[config.mk]
export PLATFORM = sky130hd
export DESIGN_NAME = maxpool_seq
export DESIGN_NICKNAME = d
export VERILOG_FILES = /design/src/rtl/maxpool_seq.sv
export SDC_FILE = /design/constraint.sdc
export NUM_CORES = 1
export LEC_CHECK = 0
export BUFFER_PORTS_ARGS = -buffer_cell sky130_fd_sc_hd__buf_2
export CAP_MARGIN = 5
export CORE_UTILIZATION = 40
export DETAILED_ROUTE_END_ITERATION = 10
export RECOVER_POWER = 25
export SYNTH_ARGS = -nofsm -noshare
export SYNTH_HDL_FRONTEND = slang
export SYNTH_SLANG_ARGS = --single-unit
[constraint.sdc]
create_clock -name clk -period 4.16 [get_ports clk]
set_input_delay 0 -clock clk [delete_from_list [all_inputs] [get_ports clk]]
set_output_delay 0 -clock clk [all_outputs]
set_load 0.02 [all_outputs]
[src/rtl/maxpool_seq.sv]
// Max-pool sequencer: streams feature maps into the 2x2 pool unit
// and collects pooled outputs into the destination buffer.
`timescale 1ns/1ps
module maxpool_seq #(
    parameter int ADDR_W  = 16,
    parameter int DATA_W  = 32,
    parameter int CH_W    = 8,
    parameter int TIMEOUT = 64
) (
    input  logic              clk,
    input  logic              rstn,
    input  logic              start,
    input  logic              layer_sel,
    input  logic [CH_W-1:0]   num_ch,
    input  logic [ADDR_W-1:0] src_base,
    input  logic [ADDR_W-1:0] dst_base,
    output logic              busy,
    output logic              done,
    output logic              err_timeout,
    output logic              rd_en,
    output logic [ADDR_W-1:0] rd_addr,
    input  logic [DATA_W-1:0] rd_data,
    output logic              pool_state,
    output logic              pool_ivalid,
    output logic [DATA_W-1:0] pool_din,
    input  logic              pool_ovalid,
    input  logic [DATA_W-1:0] pool_dout,
    output logic              wr_en,
    output logic [ADDR_W-1:0] wr_addr,
    output logic [DATA_W-1:0] wr_data
);

    localparam int CNT_W = CH_W + 10;
    localparam int TO_W  = $clog2(TIMEOUT + 1);

    typedef enum logic [1:0] {IDLE, RUN, DRAIN, DONE} state_t;

    state_t            state;
    logic [CNT_W-1:0]  rd_cnt;
    logic [CNT_W-1:0]  wr_cnt;
    logic [CNT_W-1:0]  tot_rd;
    logic [CNT_W-1:0]  tot_wr;
    logic [ADDR_W-1:0] dst_q;
    logic [TO_W-1:0]   idle_cnt;
    logic [CNT_W-1:0]  px_per_ch;
    logic [CNT_W-1:0]  out_per_ch;
    logic [CNT_W-1:0]  wr_cnt_nx;

    assign px_per_ch  = layer_sel ? CNT_W'(64) : CNT_W'(576);
    assign out_per_ch = layer_sel ? CNT_W'(16) : CNT_W'(144);

    assign pool_din  = rd_data;
    assign wr_en     = pool_ovalid && (state == RUN || state == DRAIN);
    assign wr_data   = pool_dout;
    assign wr_addr   = dst_q + ADDR_W'(wr_cnt);
    assign wr_cnt_nx = wr_cnt + CNT_W'(wr_en);

    always_ff @(posedge clk or negedge rstn) begin
        if (!rstn) begin
            state       <= IDLE;
            busy        <= 1'b0;
            done        <= 1'b0;
            err_timeout <= 1'b0;
            rd_en       <= 1'b0;
            rd_addr     <= '0;
            pool_state  <= 1'b0;
            pool_ivalid <= 1'b0;
            rd_cnt      <= '0;
            wr_cnt      <= '0;
            tot_rd      <= '0;
            tot_wr      <= '0;
            dst_q       <= '0;
            idle_cnt    <= '0;
        end else begin
            pool_ivalid <= rd_en;
            wr_cnt      <= wr_cnt_nx;
            unique case (state)
                IDLE: begin
                    if (start) begin
                        err_timeout <= 1'b0;
                        pool_state  <= layer_sel;
                        dst_q       <= dst_base;
                        tot_rd      <= CNT_W'(num_ch) * px_per_ch;
                        tot_wr      <= CNT_W'(num_ch) * out_per_ch;
                        rd_cnt      <= '0;
                        wr_cnt      <= '0;
                        idle_cnt    <= '0;
                        rd_addr     <= src_base;
                        if (num_ch != '0) begin
                            state <= RUN;
                            busy  <= 1'b1;
                            rd_en <= 1'b1;
                        end else begin
                            state <= DONE;
                            done  <= 1'b1;
                        end
                    end
                end
                RUN: begin
                    rd_cnt <= rd_cnt + 1'b1;
                    if (rd_cnt == tot_rd - 1'b1) begin
                        rd_en <= 1'b0;
                        state <= DRAIN;
                    end else begin
                        rd_addr <= rd_addr + 1'b1;
                    end
                end
                DRAIN: begin
                    idle_cnt <= pool_ovalid ? '0 : idle_cnt + 1'b1;
                    if (wr_cnt_nx >= tot_wr) begin
                        state <= DONE;
                        busy  <= 1'b0;
                        done  <= 1'b1;
                    end else if (!pool_ovalid &&
                                 idle_cnt == TO_W'(TIMEOUT - 1)) begin
                        // outputs went missing: give up rather than hang
                        err_timeout <= 1'b1;
                        state       <= DONE;
                        busy        <= 1'b0;
                        done        <= 1'b1;
                    end
                end
                DONE: begin
                    done  <= 1'b0;
                    state <= IDLE;
                end
                default: state <= IDLE;
            endcase
        end
    end

endmodule

==> impl_table.tex <==
\begin{tabular}{lr}
\hline
Metric & Value \\
\hline
\multicolumn{2}{l}{\textbf{Power}} \\
\quad Pint & 2582 µW \\
\quad Static Leak & 0.003797 µW \\
\quad Highest ir drop seen on vdd & approximately 0.32 mV \\
\quad Fraction of power spent switching nets & between 40\% and 50\% \\
\quad Portion of total power attributed to combinational logic & between 40\% and 50\% \\
\quad Tot Pwr & $\sim$4700 µW \\
\quad Power share of the sequential group & 33.4\% \\
\quad Relative contribution of the clock network to total power & 17.3\% \\
\quad Power spent charging and discharging nets & 2116 µW \\
\quad Power density of the placed cells & 586.6 mW/mm² \\
\multicolumn{2}{l}{\textbf{Place}} \\
\quad Final estimated routing congestion in global placement & between 0.8 and 0.9 \\
\quad Half-perimeter wire length after detailed placement & between 10000 and 15000 µm \\
\quad DP Worst Slack & approximately 0.12 ns \\
\quad Input/output buffers & between 80 and 90 \\
\quad Placed Area & 0.007445 mm² \\
\multicolumn{2}{l}{\textbf{Run}} \\
\quad Count of maximum capacitance violations & 1 \\
\multicolumn{2}{l}{\textbf{Timing}} \\
\quad Tcrit/Tclk final & slightly above 90\% \\
\quad Period minus WS final & 3.767 ns \\
\quad Final critical-path setup slack & around 0.4 ns \\
\quad Final count of hold timing violations & 0 \\
\quad Setup-violating endpoint count in the final report & 0 \\
\quad Transition at the pin with the smallest max-transition slack & approximately 3 ns \\
\quad Aggregate negative setup slack & 0 ns \\
\quad Final worst clock skew & roughly 0.01 ns \\
\quad Worst slew margin relative to its limit & -99.25\% \\
\quad Timing-limited maximum frequency & roughly 270 MHz \\
\quad Max Transition Viols Final & 54 \\
\multicolumn{2}{l}{\textbf{Run status}} \\
\quad Failing checks & capacitance limit, slew limit \\
\quad Result of the run & complete, but fails checks \\
\multicolumn{2}{l}{\textbf{Cells and area}} \\
\quad \# nets final & 1065 \\
\quad Post-synthesis to final-layout area growth & 10.38\% \\
\quad Fillers & between 1500 and 2000 \\
\quad Post-Layout Inst Area & 0.008010 mm² \\
\quad Area used by multi-input combinational logic & roughly 0.0041 mm² \\
\quad Register Area & 0.002502 mm² \\
\quad Fraction of layout instances using a drive strength above 1 & between 10\% and 20\% \\
\quad Ant. Diodes & 0 \\
\multicolumn{2}{l}{\textbf{Global routing}} \\
\quad Initial antenna violation count & 0 \\
\quad Met3 Track Usage GR & around 4\% \\
\quad Global-route wire length before repair & approximately 27000 µm \\
\quad Met1 track demand over resource & 25.85\% \\
\quad Number of global-route vias before repair & around 5600 \\
\quad All-Layer GR Usage & between 10\% and 20\% \\
\quad GRT Residual Overflow & 0 \\
\quad Pin count of the biggest net entering global routing & 58 \\
\quad Layer with the highest usage & met2 \\
\quad GR met2 Demand/Resource & about 29\% \\
\multicolumn{2}{l}{\textbf{Synthesis}} \\
\quad Synth Warn \# & 0 \\
\quad Post-synthesis sequential area ratio & 34.48\% \\
\quad Seq cells post-synth & 100 \\
\quad Compound-cell area share of the yosys netlist & $\sim$15\% \\
\quad Most used flip-flop cell after synthesis & dfrtp\_1 \\
\quad Fraction of registers with async set or reset after synthesis & 100.0\% \\
\quad Syn Inst Count & about 860 \\
\quad Proportion of netlist area held by the largest area contributor & 34.48\% \\
\quad Area share of fa/ha/maj cells after synthesis & between 10 and 15\% \\
\quad Largest cells by area after synthesis & dfrtp\_1 (34\%), ha\_1 (10\%), nand2\_1 (7.0\%), buf\_4 (6.6\%), xnor2\_1 (4.2\%) \\
\quad Main combinational cell family by area after synthesis & simple AND/OR/NAND/NOR gates \\
\quad Area of the mapped netlist & $\sim$0.0073 mm² \\
\quad Proportion of synthesized area in mux cells & between 1.5 and 2\% \\
\quad Synth cell types & 58 \\
\quad Biggest area consumer among synthesized cells & dfrtp\_1 \\
\quad Number of flops mapped to enable cells by yosys & 0 \\
\quad Syn Nets & $\sim$1000 \\
\quad Library cell with the highest instance count after synthesis & nand2\_1 \\
\quad Post-synthesis xor/xnor area fraction & between 7 and 8\% \\
\quad Share of synthesized cell area in and, or, nand and nor gates & 21.69\% \\
\quad Leading cell types by count after synthesis & nand2\_1 (136), dfrtp\_1 (100), buf\_4 (64), nor2\_1 (60), ha\_1 (58) \\
\quad Post-Synthesis Mean Instance Area & roughly 8.5 µm² \\
\multicolumn{2}{l}{\textbf{Clock network}} \\
\quad Library cell used as clock root buffer & clkbuf\_16 \\
\quad Maximum buffer depth of the clock tree & 2 \\
\quad Clock-pin slew of the registers on the worst-case setup and hold paths & roughly 0.07 ns \\
\quad Number of clock sinks & 100 \\
\quad Htree depth & 3 \\
\quad CTS tree & built \\
\quad Number of buffers created by CTS & 9 \\
\quad Latest clock arrival within the worst-skew pair & 0.35 ns \\
\multicolumn{2}{l}{\textbf{Worst setup path}} \\
\quad Slowest stage cell on the critical path & dfrtp\_1 \\
\quad Cell count along the critical path & 18 \\
\quad Req. time, crit path & approximately 4.4 ns \\
\quad Class of the most critical setup path & reg -> reg \\
\quad CP dominant cell by count & ha\_1 \\
\quad Arrival time at the worst endpoint & about 4.0 ns \\
\quad Combined buffer and inverter count along the critical path & 2 \\
\quad Delay of the slowest cell on the worst path & around 0.38 ns \\
\quad Sort of element at the start of the critical path & flip-flop \\
\quad CP top delay family & simple AND/OR/NAND/NOR gates \\
\quad Logic depth of the worst register-to-register path & 18 \\
\quad Kind of end point of the critical path & flip-flop \\
\quad Ordered cell list for the critical path & inv\_1 -> ha\_1 -> and2\_1 -> ha\_1 -> ha\_1 -> nand4\_1 -> nor3\_4 -> nand3\_1 -> xnor2\_1 -> ha\_1 -> nor2b\_1 -> o21ai\_0 -> a21oi\_1 -> nor4bb\_2 -> buf\_4 -> a31oi\_2 -> a21boi\_4 -> mux2i\_1 \\
\quad Maximum fanout along the worst path & 4 \\
\multicolumn{2}{l}{\textbf{Die}} \\
\quad Number of rows created at floorplan & 48 \\
\quad Top Ports & about 210 \\
\quad Chip Height & between 100 and 150 µm \\
\quad Initial core utilization & about two fifths \\
\quad Die X-Extent & $\sim$140 µm \\
\quad Overall die area & 0.01869 mm² \\
\quad Core area & around 0.017 mm² \\
\multicolumn{2}{l}{\textbf{Route}} \\
\quad Average routed wire per standard cell & $\sim$15 µm \\
\quad Via Count & about 5900 \\
\quad Length of the first detailed-routing pass in iterations & 5 \\
\quad Total routed wirelength & around 16000 µm \\
\quad Number of routed nets with antenna violations & 0 \\
\quad Drt first-iter violations & between 200 and 300 \\
\quad Number of vias per cell & between 5 and 6 \\
\quad Drt drc & 0 \\
\multicolumn{2}{l}{\textbf{Hold path}} \\
\quad Type of the most critical hold path & in -> out \\
\quad Instance count along the most critical hold path & 0 \\
\hline
\end{tabular}
-- through the flow --
stage               utilization (%)  cells  hold WS, ns
CTS                           45.61   1124    0.0001367
detailed placement            42.60   1083    0.0001367
finish                        45.83   1125  0.000007301
floorplan                         -    856      -0.2956
global placement              42.60   1083    0.0001367
global route                  45.83   1125   0.00002926
-- power groups by stage --
stage          combinational (µW)  sequential (µW)  clock (µW)
2_1_floorplan                1660             1630           0
3_3_place_gp                 2270             1580           0
3_5_place_dp                 2300             1580           0
4_1_cts                      2320             1570         844
5_1_grt                      2610             1610         876
6_report                     2320             1570         814
-- layer usage --
metal	wire, µm	vias up	part of all wire, %
met4	31	0	0.19
met1	8096	2786	49
met5	0	-	0
met3	748	2	4.5
met2	7579	108	46
li1	-	2985	-
-- cells in the final DEF, fill, tap and decap left out, types with 29 or more instances in the layout --
master | Yosys | final
nand2_1 | 136 | 135
dfrtp_1 | 100 | 100
buf_2 | 1 | 82
nor2_1 | 60 | 60
ha_1 | 58 | 58
a21oi_1 | 56 | 56
o21ai_0 | 45 | 45
xnor2_1 | 35 | 35
inv_1 | 29 | 29
-- cells by family after synthesis --
logic type | Yosys count
multiplexers | 11
AND/OR/NAND/NOR | 332
buffers and inverters | 118
adder cells (fa/ha/maj) | 61
XOR/XNOR | 61
AO/OA/AOI/OAI | 173
flip-flops | 100
-- final cells by class --
type	instances	area share, %
Clock inverter	6	0.5936
Sequential cell	100	31.24
Tap cell	225	3.515
Clock buffer	10	2.858
Inverter	29	1.359
Multi-Input combinational cell	638	51.30
Timing Repair Buffer	117	9.138
-- sequential cells by signal, summed over array words and instances (netlist names) --
register and cells:
err_timeout 1, dst_q 16, rd_addr 16, busy 1
rd_en 1, tot_rd 12, done 1, wr_cnt 18
idle_cnt 7, pool_ivalid 1, rd_cnt 18, state 2
tot_wr 5, pool_state 1
-- path summary, 6_finish.rpt --
kind	start	to	slack, ns
worst max-delay path	state[1]	state[1]	0.39
worst min-delay path	rd_data[8]	pool_din[8]	0.000007
worst max register to register	state[1]	state[1]	0.39
worst min register to register	rd_en	pool_ivalid	0.45
max in group asynchronous	rstn	rd_cnt[16]	1.11
min in group asynchronous	rstn	idle_cnt[5]	1.17
-- repair_timing --
| action | in CTS | in global routing |
|---|---|---|
| setup buffers | 0 | 1 |
| endpoints found under the hold margin | 76 | 0 |
| setup endpoints to repair | 0 | 4 |
| hold buffers | 25 | 0 |
| gates resized for setup | 0 | 6 |
(Power assumes the default switching activity.)
